`src/rtl/ssd_pkg.sv`:
```
// Shared types and constants for the seven-segment scan driver.
// Segment patterns are active-low, segment a on bit 6 through g on bit 0.
package ssd_pkg;

   typedef enum logic [1:0] {
      IDLE  = 2'd0,
      BLANK = 2'd1,
      SHOW  = 2'd2
   } state_e;

   localparam logic [6:0] SEG_0     = 7'b0000001;
   localparam logic [6:0] SEG_1     = 7'b1001111;
   localparam logic [6:0] SEG_2     = 7'b0010010;
   localparam logic [6:0] SEG_3     = 7'b0000110;
   localparam logic [6:0] SEG_4     = 7'b1001100;
   localparam logic [6:0] SEG_5     = 7'b0100100;
   localparam logic [6:0] SEG_6     = 7'b0100000;
   localparam logic [6:0] SEG_7     = 7'b0001111;
   localparam logic [6:0] SEG_8     = 7'b0000000;
   localparam logic [6:0] SEG_9     = 7'b0000100;
   localparam logic [6:0] SEG_A     = 7'b0001000;
   localparam logic [6:0] SEG_B     = 7'b1100000;
   localparam logic [6:0] SEG_C     = 7'b0110001;
   localparam logic [6:0] SEG_D     = 7'b1000010;
   localparam logic [6:0] SEG_E     = 7'b0110000;
   localparam logic [6:0] SEG_F     = 7'b0111000;
   localparam logic [6:0] SEG_BLANK = 7'h7F;

   // Width needed to count 0..n-1, never less than one bit.
   function automatic int cnt_width(input int n);
      return (n > 1) ? $clog2(n) : 1;
   endfunction

endpackage

```
`src/rtl/ssd_hex_decoder.sv`:
```
// Combinational hex nibble to active-low seven-segment pattern.
module ssd_hex_decoder
   import ssd_pkg::*;
(
   input  logic [3:0] nibble,
   output logic [6:0] seg
);

   // Table lookup over all sixteen nibble values.
   always_comb begin
      seg = SEG_BLANK;
      case (nibble)
         4'h0: seg = SEG_0;
         4'h1: seg = SEG_1;
         4'h2: seg = SEG_2;
         4'h3: seg = SEG_3;
         4'h4: seg = SEG_4;
         4'h5: seg = SEG_5;
         4'h6: seg = SEG_6;
         4'h7: seg = SEG_7;
         4'h8: seg = SEG_8;
         4'h9: seg = SEG_9;
         4'hA: seg = SEG_A;
         4'hB: seg = SEG_B;
         4'hC: seg = SEG_C;
         4'hD: seg = SEG_D;
         4'hE: seg = SEG_E;
         4'hF: seg = SEG_F;
         default: seg = SEG_BLANK;
      endcase
   end

endmodule

```
`src/rtl/ssd_scan_driver.sv`:
```
// Time-multiplexed common-anode seven-segment scanner for 1..8 digits.
// Each digit slot is DWELL cycles: BLANK_CYCLES of dead time, then SHOW.
// Shadow registers reload only at frame boundaries so a frame never tears.
// Optional macro SSD_LEADING_ZERO_BLANK_EN suppresses leading zero digits.
module ssd_scan_driver
   import ssd_pkg::*;
#(
   parameter int DIGITS       = 4,
   parameter int CLK_HZ       = 100_000_000,
   parameter int SCAN_HZ      = 1_000,
   parameter int BLANK_CYCLES = 16
) (
   input  logic                  clk,
   input  logic                  reset,
   input  logic                  enable,
   input  logic [4*DIGITS-1:0]   digit_value,
   input  logic [DIGITS-1:0]     digit_dp,
   input  logic [DIGITS-1:0]     digit_on,
   input  logic                  load,
   output logic [6:0]            ssdCathode,
   output logic                  ssdDp,
   output logic [DIGITS-1:0]     ssdAnode,
   output logic                  frame_done
);

   localparam int DWELL = CLK_HZ / SCAN_HZ;
   localparam int CNT_W = cnt_width(DWELL);
   localparam int IDX_W = cnt_width(DIGITS);
   localparam logic [IDX_W-1:0] LAST_IDX  = IDX_W'(DIGITS - 1);
   localparam logic [CNT_W-1:0] BLANK_END = CNT_W'(BLANK_CYCLES - 1);
   localparam logic [CNT_W-1:0] SLOT_END  = CNT_W'(DWELL - 1);

   if (DIGITS < 1 || DIGITS > 8) begin : g_bad_digits
      $error("ssd_scan_driver: DIGITS must be 1..8");
   end
   if (!(DWELL > BLANK_CYCLES && BLANK_CYCLES >= 1)) begin : g_bad_timing
      $error("ssd_scan_driver: need DWELL > BLANK_CYCLES >= 1");
   end

   state_e                state_q, state_d;
   logic [CNT_W-1:0]      cnt_q, cnt_d;
   logic [IDX_W-1:0]      idx_q, idx_d;
   logic                  pend_q, pend_d;
   logic [4*DIGITS-1:0]   sh_val_q, sh_val_d;
   logic [DIGITS-1:0]     sh_dp_q, sh_dp_d;
   logic [DIGITS-1:0]     sh_on_q, sh_on_d;
   logic [DIGITS-1:0]     anode_q, anode_d;
   logic [6:0]            cath_q, cath_d;
   logic                  dp_q, dp_d;
   logic                  fd_q, fd_d;
   logic                  boundary;
   logic [DIGITS-1:0]     supp;
   logic [DIGITS-1:0]     sel_onehot;
   logic [3:0]            sel_nib;
   logic                  sel_dp;
   logic                  sel_on;
   logic [6:0]            sel_seg;

   // Slot sequencing: dead time, lit time, digit advance and frame wrap.
   always_comb begin
      state_d  = state_q;
      cnt_d    = cnt_q;
      idx_d    = idx_q;
      fd_d     = 1'b0;
      boundary = 1'b0;
      if (!enable) begin
         state_d = IDLE;
         cnt_d   = '0;
         idx_d   = '0;
      end else begin
         case (state_q)
            IDLE: begin
               state_d  = BLANK;
               cnt_d    = '0;
               idx_d    = '0;
               boundary = 1'b1;
            end
            BLANK: begin
               cnt_d = cnt_q + 1'b1;
               if (cnt_q == BLANK_END) state_d = SHOW;
            end
            SHOW: begin
               if (cnt_q == SLOT_END) begin
                  state_d = BLANK;
                  cnt_d   = '0;
                  if (idx_q == LAST_IDX) begin
                     idx_d    = '0;
                     fd_d     = 1'b1;
                     boundary = 1'b1;
                  end else begin
                     idx_d = idx_q + 1'b1;
                  end
               end else begin
                  cnt_d = cnt_q + 1'b1;
               end
            end
            default: begin
               state_d = IDLE;
               cnt_d   = '0;
               idx_d   = '0;
            end
         endcase
      end
   end

   // Pending-load flag and shadow capture at frame boundaries.
   always_comb begin
      pend_d   = pend_q | load;
      sh_val_d = sh_val_q;
      sh_dp_d  = sh_dp_q;
      sh_on_d  = sh_on_q;
      if (boundary && (pend_q || load)) begin
         pend_d   = 1'b0;
         sh_val_d = digit_value;
         sh_dp_d  = digit_dp;
         sh_on_d  = digit_on;
      end
   end

`ifdef SSD_LEADING_ZERO_BLANK_EN
   // Leading-zero mask: blank zero digits from the top until a nonzero nibble or set dp.
   always_comb begin
      logic lead;
      supp = '0;
      lead = 1'b1;
      for (int i = DIGITS - 1; i >= 1; i--) begin
         if (lead && (sh_val_q[4*i +: 4] == 4'h0) && !sh_dp_q[i]) supp[i] = 1'b1;
         else lead = 1'b0;
      end
   end
`else
   assign supp = '0;
`endif

   // Select the shadow data for the digit that will be active after this edge.
   always_comb begin
      sel_onehot = '0;
      sel_nib    = 4'h0;
      sel_dp     = 1'b0;
      sel_on     = 1'b0;
      for (int i = 0; i < DIGITS; i++) begin
         if (idx_d == IDX_W'(i)) begin
            sel_onehot[i] = 1'b1;
            sel_nib       = sh_val_q[4*i +: 4];
            sel_dp        = sh_dp_q[i];
            sel_on        = sh_on_q[i] & ~supp[i];
         end
      end
   end

   ssd_hex_decoder u_dec (
      .nibble (sel_nib),
      .seg    (sel_seg)
   );

   // Output pins follow the next state so they change on the same edge as the FSM.
   always_comb begin
      anode_d = '1;
      cath_d  = SEG_BLANK;
      dp_d    = 1'b1;
      if (state_d == SHOW && sel_on) begin
         anode_d = ~sel_onehot;
         cath_d  = sel_seg;
         dp_d    = ~sel_dp;
      end
   end

   // State, counters, shadows and output registers.
   always_ff @(posedge clk) begin
      if (reset) begin
         state_q  <= IDLE;
         cnt_q    <= '0;
         idx_q    <= '0;
         pend_q   <= 1'b0;
         sh_val_q <= '0;
         sh_dp_q  <= '0;
         sh_on_q  <= '0;
         anode_q  <= '1;
         cath_q   <= SEG_BLANK;
         dp_q     <= 1'b1;
         fd_q     <= 1'b0;
      end else begin
         state_q  <= state_d;
         cnt_q    <= cnt_d;
         idx_q    <= idx_d;
         pend_q   <= pend_d;
         sh_val_q <= sh_val_d;
         sh_dp_q  <= sh_dp_d;
         sh_on_q  <= sh_on_d;
         anode_q  <= anode_d;
         cath_q   <= cath_d;
         dp_q     <= dp_d;
         fd_q     <= fd_d;
      end
   end

   assign ssdAnode   = anode_q;
   assign ssdCathode = cath_q;
   assign ssdDp      = dp_q;
   assign frame_done = fd_q;

endmodule
```
`config.mk`:
```
export PLATFORM = sky130hd
export DESIGN_NAME = ssd_scan_driver
export DESIGN_NICKNAME = d
export VERILOG_FILES = /design/src/rtl/ssd_pkg.sv /design/src/rtl/ssd_hex_decoder.sv /design/src/rtl/ssd_scan_driver.sv
export SDC_FILE = /design/constraint.sdc
export NUM_CORES = 1
export LEC_CHECK = 0
export ABC_CLOCK_PERIOD_IN_PS = 3350
export BUFFER_PORTS_ARGS = -buffer_cell sky130_fd_sc_hd__buf_2
export CORE_ASPECT_RATIO = 1.5
export CORE_MARGIN = 4
export CORE_UTILIZATION = 45
export CTS_CLUSTER_SIZE = 30
export DETAILED_ROUTE_END_ITERATION = 6
export HOLD_SLACK_MARGIN = 0.1
export PLACE_DENSITY = 0.65
export SLEW_MARGIN = 20
export SYNTH_ARGS = -nofsm -noshare
export SYNTH_HDL_FRONTEND = slang
export SYNTH_HIERARCHICAL = 1
export SYNTH_SLANG_ARGS = --single-unit
```
`constraint.sdc`:
```
create_clock -name clk -period 3.35 [get_ports clk]
set_input_delay 1.005 -clock clk [delete_from_list [all_inputs] [get_ports clk]]
set_output_delay 1.005 -clock clk [all_outputs]
set_load 0.005 [all_outputs]
```
Yosys cells after proc, flatten, opt, wreduce, memory -nomap -nowiden

Memories as Yosys holds them, arrays and structs flattened. A register that Yosys moved wholly into a read port is not among the register bits.
Index checks and enable logic that the tools add are counted.

Add/subtract/negate cells: 2
Equal/unequal tests: 9
Multiplexer cells: 30
Bitwise gates (word level): 6
Reduce and logical (&&, ||, !) cells: 9

Operator list:

| operator                                                         | number |
|---|---|
| 17-bit case mux with 2 select lines                              | 1 |
| 17-bit by 1-bit adder with 17-bit output, second input constant  | 1 |
| 17-bit == test, second input constant                            | 1 |
| 17-bit by 4-bit == test with 1-bit output, second input constant | 1 |
| 17-bit two-way mux                                               | 1 |
| 4-bit two-way mux                                                | 4 |
| 1-bit two-way mux                                                | 15 |
| 2-bit two-way mux                                                | 6 |
| 2-bit == test, second input constant                             | 5 |
| 2-bit case mux with 3 select lines                               | 1 |
| 2-bit OR reduction                                               | 3 |
| 2-bit by 1-bit == test with 1-bit output, second input constant  | 2 |
| 2-bit logical NOT                                                | 2 |
| 1-bit NOT                                                        | 4 |
| 4-bit NOT                                                        | 1 |
| 2-bit case mux with 2 select lines                               | 1 |
| 3-bit OR reduction                                               | 1 |
| 2-bit by 1-bit adder with 2-bit output, second input constant    | 1 |
| 1-bit logical AND                                                | 2 |
| 1-bit case mux with 2 select lines                               | 1 |
| 1-bit logical OR                                                 | 1 |
| 1-bit bitwise OR                                                 | 1 |

Register bits after elaboration: 52
Memory bits (read-only): 112
Output and inout bits: 13
Memories kept: 1

Memory list:

| memory           | words | width | rd ports | clocked after Yosys merged registers in | write ports | RTL line              | RTL |
|---|---|---|---|---|---|---|---|
| (name not given) | 16    | 7     | 1        | 1                                       | 0           | ssd_hex_decoder.sv:12 | `case (nibble)` |

Depth between registers and ports, before layout

Word-level depth: 13
Gate-level depth with buffers: 16

Modules after synthesis

Netlist, hierarchy kept.

Modules (own cells, without submodules):

| module          | instances | cells each | area each (µm²) | seq. area each (µm²) |
|---|---|---|---|---|
| ssd_scan_driver | 1         | 277        | 2617.5          | 1181.1 |
| ssd_hex_decoder | 1         | 35         | 247.7           | 0.0 |

Worst setup path before layout

OpenSTA, ideal clock, no wires.

Kind: flip-flop to flip-flop
Start point: register cnt_q[0]
End point: register cath_q[3] (netlist: ssdCathode[3])
Library setup time: 138 ps
Arrival: 3216 ps
Slack: -4 ps
Cell stages (with the launch flop): 17
Path buffers: 2
Clock period less this slack: 3354 ps
Cell sequence: dfxtp_1 -> ha_1 -> and3_1 -> buf_2 -> nand3_2 -> o311a_1 -> a211o_2 -> buf_6 -> mux2_2 -> o22ai_1 -> a21oi_1 -> inv_1 -> ha_1 -> or2_2 -> a21oi_1 -> a31oi_1 -> nand3b_1

RTL lines:

| item                                   | RTL line               | RTL |
|---|---|---|
| start: declaration                     | ssd_scan_driver.sv:41  | `logic [CNT_W-1:0] cnt_q, cnt_d;` |
| start signal: assignment               | ssd_scan_driver.sv:184 | `cnt_q <= cnt_d;` |
| 17-bit == test (*)                     | ssd_scan_driver.sv:83  | `if (cnt_q == SLOT_END) begin` |
| 2-bit two-way mux (*)                  | ssd_scan_driver.sv:83  |  |
| 2-bit case mux with 2 select lines (*) | ssd_scan_driver.sv:71  | `case (state_q)` |
| 2-bit two-way mux (*)                  | ssd_scan_driver.sv:66  | `if (!enable) begin` |
| 2-bit logical NOT                      | ssd_scan_driver.sv:142 | `if (idx_d == IDX_W'(i)) begin` |
| 4-bit two-way mux (3 in a row)         | ssd_scan_driver.sv:142 |  |
| 4-bit two-way mux (*)                  | ssd_scan_driver.sv:142 |  |
| via sel_nib[1]                         | ssd_scan_driver.sv:54  | `logic [3:0] sel_nib;` |
| end: declaration                       | ssd_scan_driver.sv:48  | `logic [6:0] cath_q, cath_d;` |

Mark *: on every way through the listed nets, which the timed path passes. The rest lies on a longest branch.
A chain may end at the register's enable or synchronous reset.

Worst setup path after layout

Start point: register cnt_q[12]
End point: register cath_q[3] (netlist: ssdCathode[3])

Same word-level chain as after synthesis.

==> results.rst <==
.. list-table::
   :header-rows: 1

   * - Metric
     - Value
   * - Arrival time at the worst endpoint
     - 3.41 ns
   * - CP Class
     - flop to flop
   * - Worst Reg2Reg Path Length in Cells
     - 13
   * - Final-report max-slew violation count
     - 0
   * - Clock root buffer master
     - sky130_fd_sc_hd__clkbuf_8
   * - Hold endpoint
     - ssdAnode[0]$_SDFF_PP1_
   * - Clock tree buffer depth
     - 2
   * - Standby leakage power
     - 0.00132 uW
   * - Data required time of the worst path
     - 3.56 ns
   * - Top-level I/O count
     - 41
   * - Total net switching power
     - 349 uW
   * - DRT Pass-1 Iters
     - 6
   * - Post-layout minimum cycle time
     - 3.20 ns
   * - Standard-cell row count
     - 35
   * - Residual DRC
     - 0
   * - Fmax
     - 312 MHz
   * - Number of violations reported at the end of detailed-routing iteration 0
     - 105
   * - Hold Buf Count CTS
     - 0
   * - First-pass GRT wire length
     - 10.5 mm
   * - Clk pwr share
     - 0.465
   * - Final-report hold violation count
     - 0
   * - Overall track demand over capacity in global routing
     - 0.172
   * - Hpwl dp
     - 4.55 mm
   * - Clock latency on the worst-skew pair
     - 0.34 ns
   * - Global route overflow
     - 0
   * - Via count of the first global-routing pass
     - 2358
   * - Worst Path Max Fanout
     - 5
   * - Kind of capture point of the worst setup path
     - flop
   * - Area growth syn-to-layout
     - 22.0%
   * - Worst Setup SP
     - cnt_q[12]$_SDFF_PP0_
   * - Hold Startpoint
     - sh_on_q[0]$_SDFFE_PP0P_
   * - Synth Cell Area
     - 2870 um2
   * - Cell total after placement
     - 430
   * - Net count after synthesis
     - 353
   * - Via total after detailed routing
     - 2414
   * - Number of buffers added by the clock tree synthesis step
     - 9
   * - Total number of clock tree sinks
     - 59
   * - Routability congestion estimate
     - 0.853
   * - Initial antenna violation count
     - 0
   * - Sequential-to-total area share from yosys stat
     - 0.412
   * - Mean cell area of the mapped netlist
     - 9.18 um2
   * - Number of nets in the finished design
     - 409
   * - Initial cell density of the core
     - 0.464
   * - Hold Path Stages
     - 1
   * - Via density
     - 5.40
   * - Comb pwr share
     - 0.074
   * - Period Utilization, post-route
     - 0.957
   * - Result of the run
     - complete, no violations
   * - Antenna fix cells
     - 0
   * - Layout Skew
     - 0.00502 ns
   * - Hold/Removal Path Class
     - flop to flop
   * - Power per cell area
     - 452 nW/um2
   * - Synth Register Bits
     - 59
   * - Layout Cells excl Fill
     - 447
   * - Total cell area at the placement stage
     - 3230 um2
   * - Worst vdd ir
     - 0.260 mV
   * - Area of the die
     - 7730 um2
   * - Clock transition at the registers of the reported paths
     - 0.07 ns
   * - Sw frac
     - 0.221
   * - Number of H-tree levels
     - 3
   * - Final design utilization
     - 0.566
   * - Setup violations, final
     - 0
   * - Max-cap violation count
     - 0
   * - Maximum number of pins on one net before global-route repair
     - 29
   * - Pin slew with the least headroom to its limit
     - 0.643 ns
   * - X dimension of the die
     - 73.2 um
   * - Share of power burned in registers
     - 0.462
   * - Warnings from Yosys
     - 6
   * - Cell Int Power
     - 1230 uW
   * - Post-synth ARST share
     - 0
   * - Number of synthesized flops with an enable pin
     - 0
   * - Number of instances in the synthesized netlist
     - 312
   * - Startpoint type of the worst setup path
     - flop
   * - Placeable core region
     - 6170 um2
   * - Crit Reg-Reg Startpoint
     - cnt_q[12]$_SDFF_PP0_
   * - IO Port Bufs
     - 40
   * - Final Instance Area
     - 3500 um2
   * - Share of final-layout standard cells stronger than drive strength 1
     - 0.284
   * - Top FF cell, synth
     - sky130_fd_sc_hd__dfxtp_1
   * - Post-synthesis cell type count
     - 54
   * - WL per Instance
     - 14.0 um
   * - ANT nets after route
     - 0
   * - Reg-to-reg endpoint
     - ssdCathode[3]$_SDFF_PP1_
   * - Slack of the worst reg-to-reg path
     - 0.15 ns
   * - Total Routed Length
     - 6.28 mm
   * - Relative max-transition margin
     - 0.572
   * - TritonCTS clock tree
     - built
   * - Die Y-Extent
     - 106 um
-- metrics by stage --
stage                     total power, uW  setup WS (ns)  hold WS, ns  setup TNS, ns
final                                1580          0.145        0.421              0
after global routing                 1640       -0.00120        0.446       -0.00120
after CTS                            1590         0.0162        0.426              0
after detailed placement              860         0.0291        0.410              0
after global placement                858          0.139        0.417              0
after floorplan                       822         0.0400        0.380              0
-- sequential cells by signal, summed over array words and instances (netlist names), 2 cells and up --
register and cells:
ssdCathode 7, sh_on_q 4, idx_q 2, sh_dp_q 4
state_q 2, sh_val_q 16, ssdAnode 4, cnt_q 17
-- synthesized netlist by cell type (2+ instances only) --
master,number,share of area
sky130_fd_sc_hd__mux2i_1,25,0.087
sky130_fd_sc_hd__o21ai_0,3,0.0052
sky130_fd_sc_hd__o211ai_1,2,0.0052
sky130_fd_sc_hd__xor2_1,8,0.024
sky130_fd_sc_hd__o21ai_1,2,0.0035
sky130_fd_sc_hd__nand3b_1,7,0.018
sky130_fd_sc_hd__nor2b_1,2,0.0044
sky130_fd_sc_hd__xnor2_1,7,0.021
sky130_fd_sc_hd__and2_1,2,0.0044
sky130_fd_sc_hd__a21oi_1,8,0.014
sky130_fd_sc_hd__inv_1,10,0.013
sky130_fd_sc_hd__nor2_1,53,0.069
sky130_fd_sc_hd__or3_1,2,0.0044
sky130_fd_sc_hd__nor4_1,2,0.0044
sky130_fd_sc_hd__nor3_1,12,0.021
sky130_fd_sc_hd__nor4_2,3,0.013
sky130_fd_sc_hd__mux2_2,5,0.020
sky130_fd_sc_hd__dfxtp_1,59,0.41
sky130_fd_sc_hd__nand4_1,3,0.0066
sky130_fd_sc_hd__nand3_1,13,0.023
sky130_fd_sc_hd__o22ai_1,6,0.013
sky130_fd_sc_hd__ha_1,13,0.057
sky130_fd_sc_hd__buf_2,7,0.012
sky130_fd_sc_hd__a31oi_1,2,0.0044
sky130_fd_sc_hd__clkbuf_1,5,0.0066
sky130_fd_sc_hd__and3_1,2,0.0044
sky130_fd_sc_hd__nand2_1,19,0.025
sky130_fd_sc_hd__buf_6,2,0.0079
sky130_fd_sc_hd__nand2b_1,2,0.0044
sky130_fd_sc_hd__o21a_1,2,0.0052
-- layer usage --
metal | wire length, um | up-vias | GRT usage
met4 | 167 | 0 | 0.0910
met3 | 253 | 13 | 0.0429
met2 | 3340 | 55 | 0.295
met5 | 0 | - | 0
li1 | - | 1198 | -
met1 | 2520 | 1148 | 0.189
-- cell families (layout without fill, tap and decap cells) --
kind of cell | Yosys count | in the layout | share of synthesized area
AND/OR/NAND/NOR | 132 | 132 | 0.235
flip-flops | 59 | 59 | 0.412
AO/OA/AOI/OAI | 38 | 38 | 0.102
multiplexers | 30 | 30 | 0.107
buffers and inverters | 25 | 86 | 0.0415
XOR/XNOR | 15 | 15 | 0.0459
adder cells (fa/ha/maj) | 13 | 13 | 0.0568
-- cell type report --
cell class                 instances  area [um2]
timing repair buffer              60         350
sequential                        59        1180
inverter                          10        37.5
fill                             573        2680
tap                               74        92.6
multi-input combinational        228        1610
clock buffer                      11         151
clock inverter                     5        75.1
-- power by group through the flow --
stage          logic, uW  registers, uW  clock network [uW]
2_1_floorplan       80.9            741                   0
3_3_place_gp         113            746                   0
3_5_place_dp         114            746                   0
4_1_cts              115            730                 746
5_1_grt              129            731                 782
6_report             116            730                 734
-- timing repair --
item | in CTS | in global routing
hold endpoints to repair | 0 | 0
setup endpoints to repair | 1 | 7
buffers inserted | 0 | 1
pin swaps | 0 | 1
resized for setup | 1 | 9
-- how the worst max path moves through the flow --
stage	to	slack (ns)	depth (start not counted)
after floorplan	ssdCathode[3]$_SDFF_PP1_	0.04	16
after global placement	ssdCathode[3]$_SDFF_PP1_	0.14	14
after detailed placement	ssdCathode[3]$_SDFF_PP1_	0.03	13
after CTS	ssdCathode[3]$_SDFF_PP1_	0.02	13
after global routing	ssdCathode[3]$_SDFF_PP1_	-0.001	13
final	ssdCathode[3]$_SDFF_PP1_	0.15	13
-- placed cells by master, fill, tap and decap left out, types with 3 or more instances in the layout --
cell	n
sky130_fd_sc_hd__a21oi_1	5
sky130_fd_sc_hd__a21oi_2	3
sky130_fd_sc_hd__buf_2	40
sky130_fd_sc_hd__buf_4	20
sky130_fd_sc_hd__clkbuf_8	11
sky130_fd_sc_hd__clkinv_2	3
sky130_fd_sc_hd__dfxtp_1	58
sky130_fd_sc_hd__ha_1	13
sky130_fd_sc_hd__inv_1	9
sky130_fd_sc_hd__mux2_2	5
sky130_fd_sc_hd__mux2i_1	25
sky130_fd_sc_hd__nand2_1	19
sky130_fd_sc_hd__nand3_1	13
sky130_fd_sc_hd__nand3b_1	7
sky130_fd_sc_hd__nand4_1	3
sky130_fd_sc_hd__nor2_1	53
sky130_fd_sc_hd__nor3_1	10
sky130_fd_sc_hd__o21ai_0	3
sky130_fd_sc_hd__o22ai_1	6
sky130_fd_sc_hd__xnor2_1	7
sky130_fd_sc_hd__xor2_1	8
-- worst max-delay path, stage by stage (launching register included) --
cell and delay (ns):
sky130_fd_sc_hd__dfxtp_1 0.37, sky130_fd_sc_hd__nor4_4 0.32, sky130_fd_sc_hd__nand2_2 0.16, sky130_fd_sc_hd__o311a_1 0.40, sky130_fd_sc_hd__a211o_2 0.37, sky130_fd_sc_hd__mux2_2 0.25
sky130_fd_sc_hd__o22ai_1 0.09, sky130_fd_sc_hd__a21oi_2 0.21, sky130_fd_sc_hd__inv_2 0.10, sky130_fd_sc_hd__ha_1 0.20, sky130_fd_sc_hd__or2_2 0.28, sky130_fd_sc_hd__a21oi_1 0.14
sky130_fd_sc_hd__a31oi_1 0.05, sky130_fd_sc_hd__nand3b_1 0.15
Note: power is estimated with default switching activity, not from simulation.
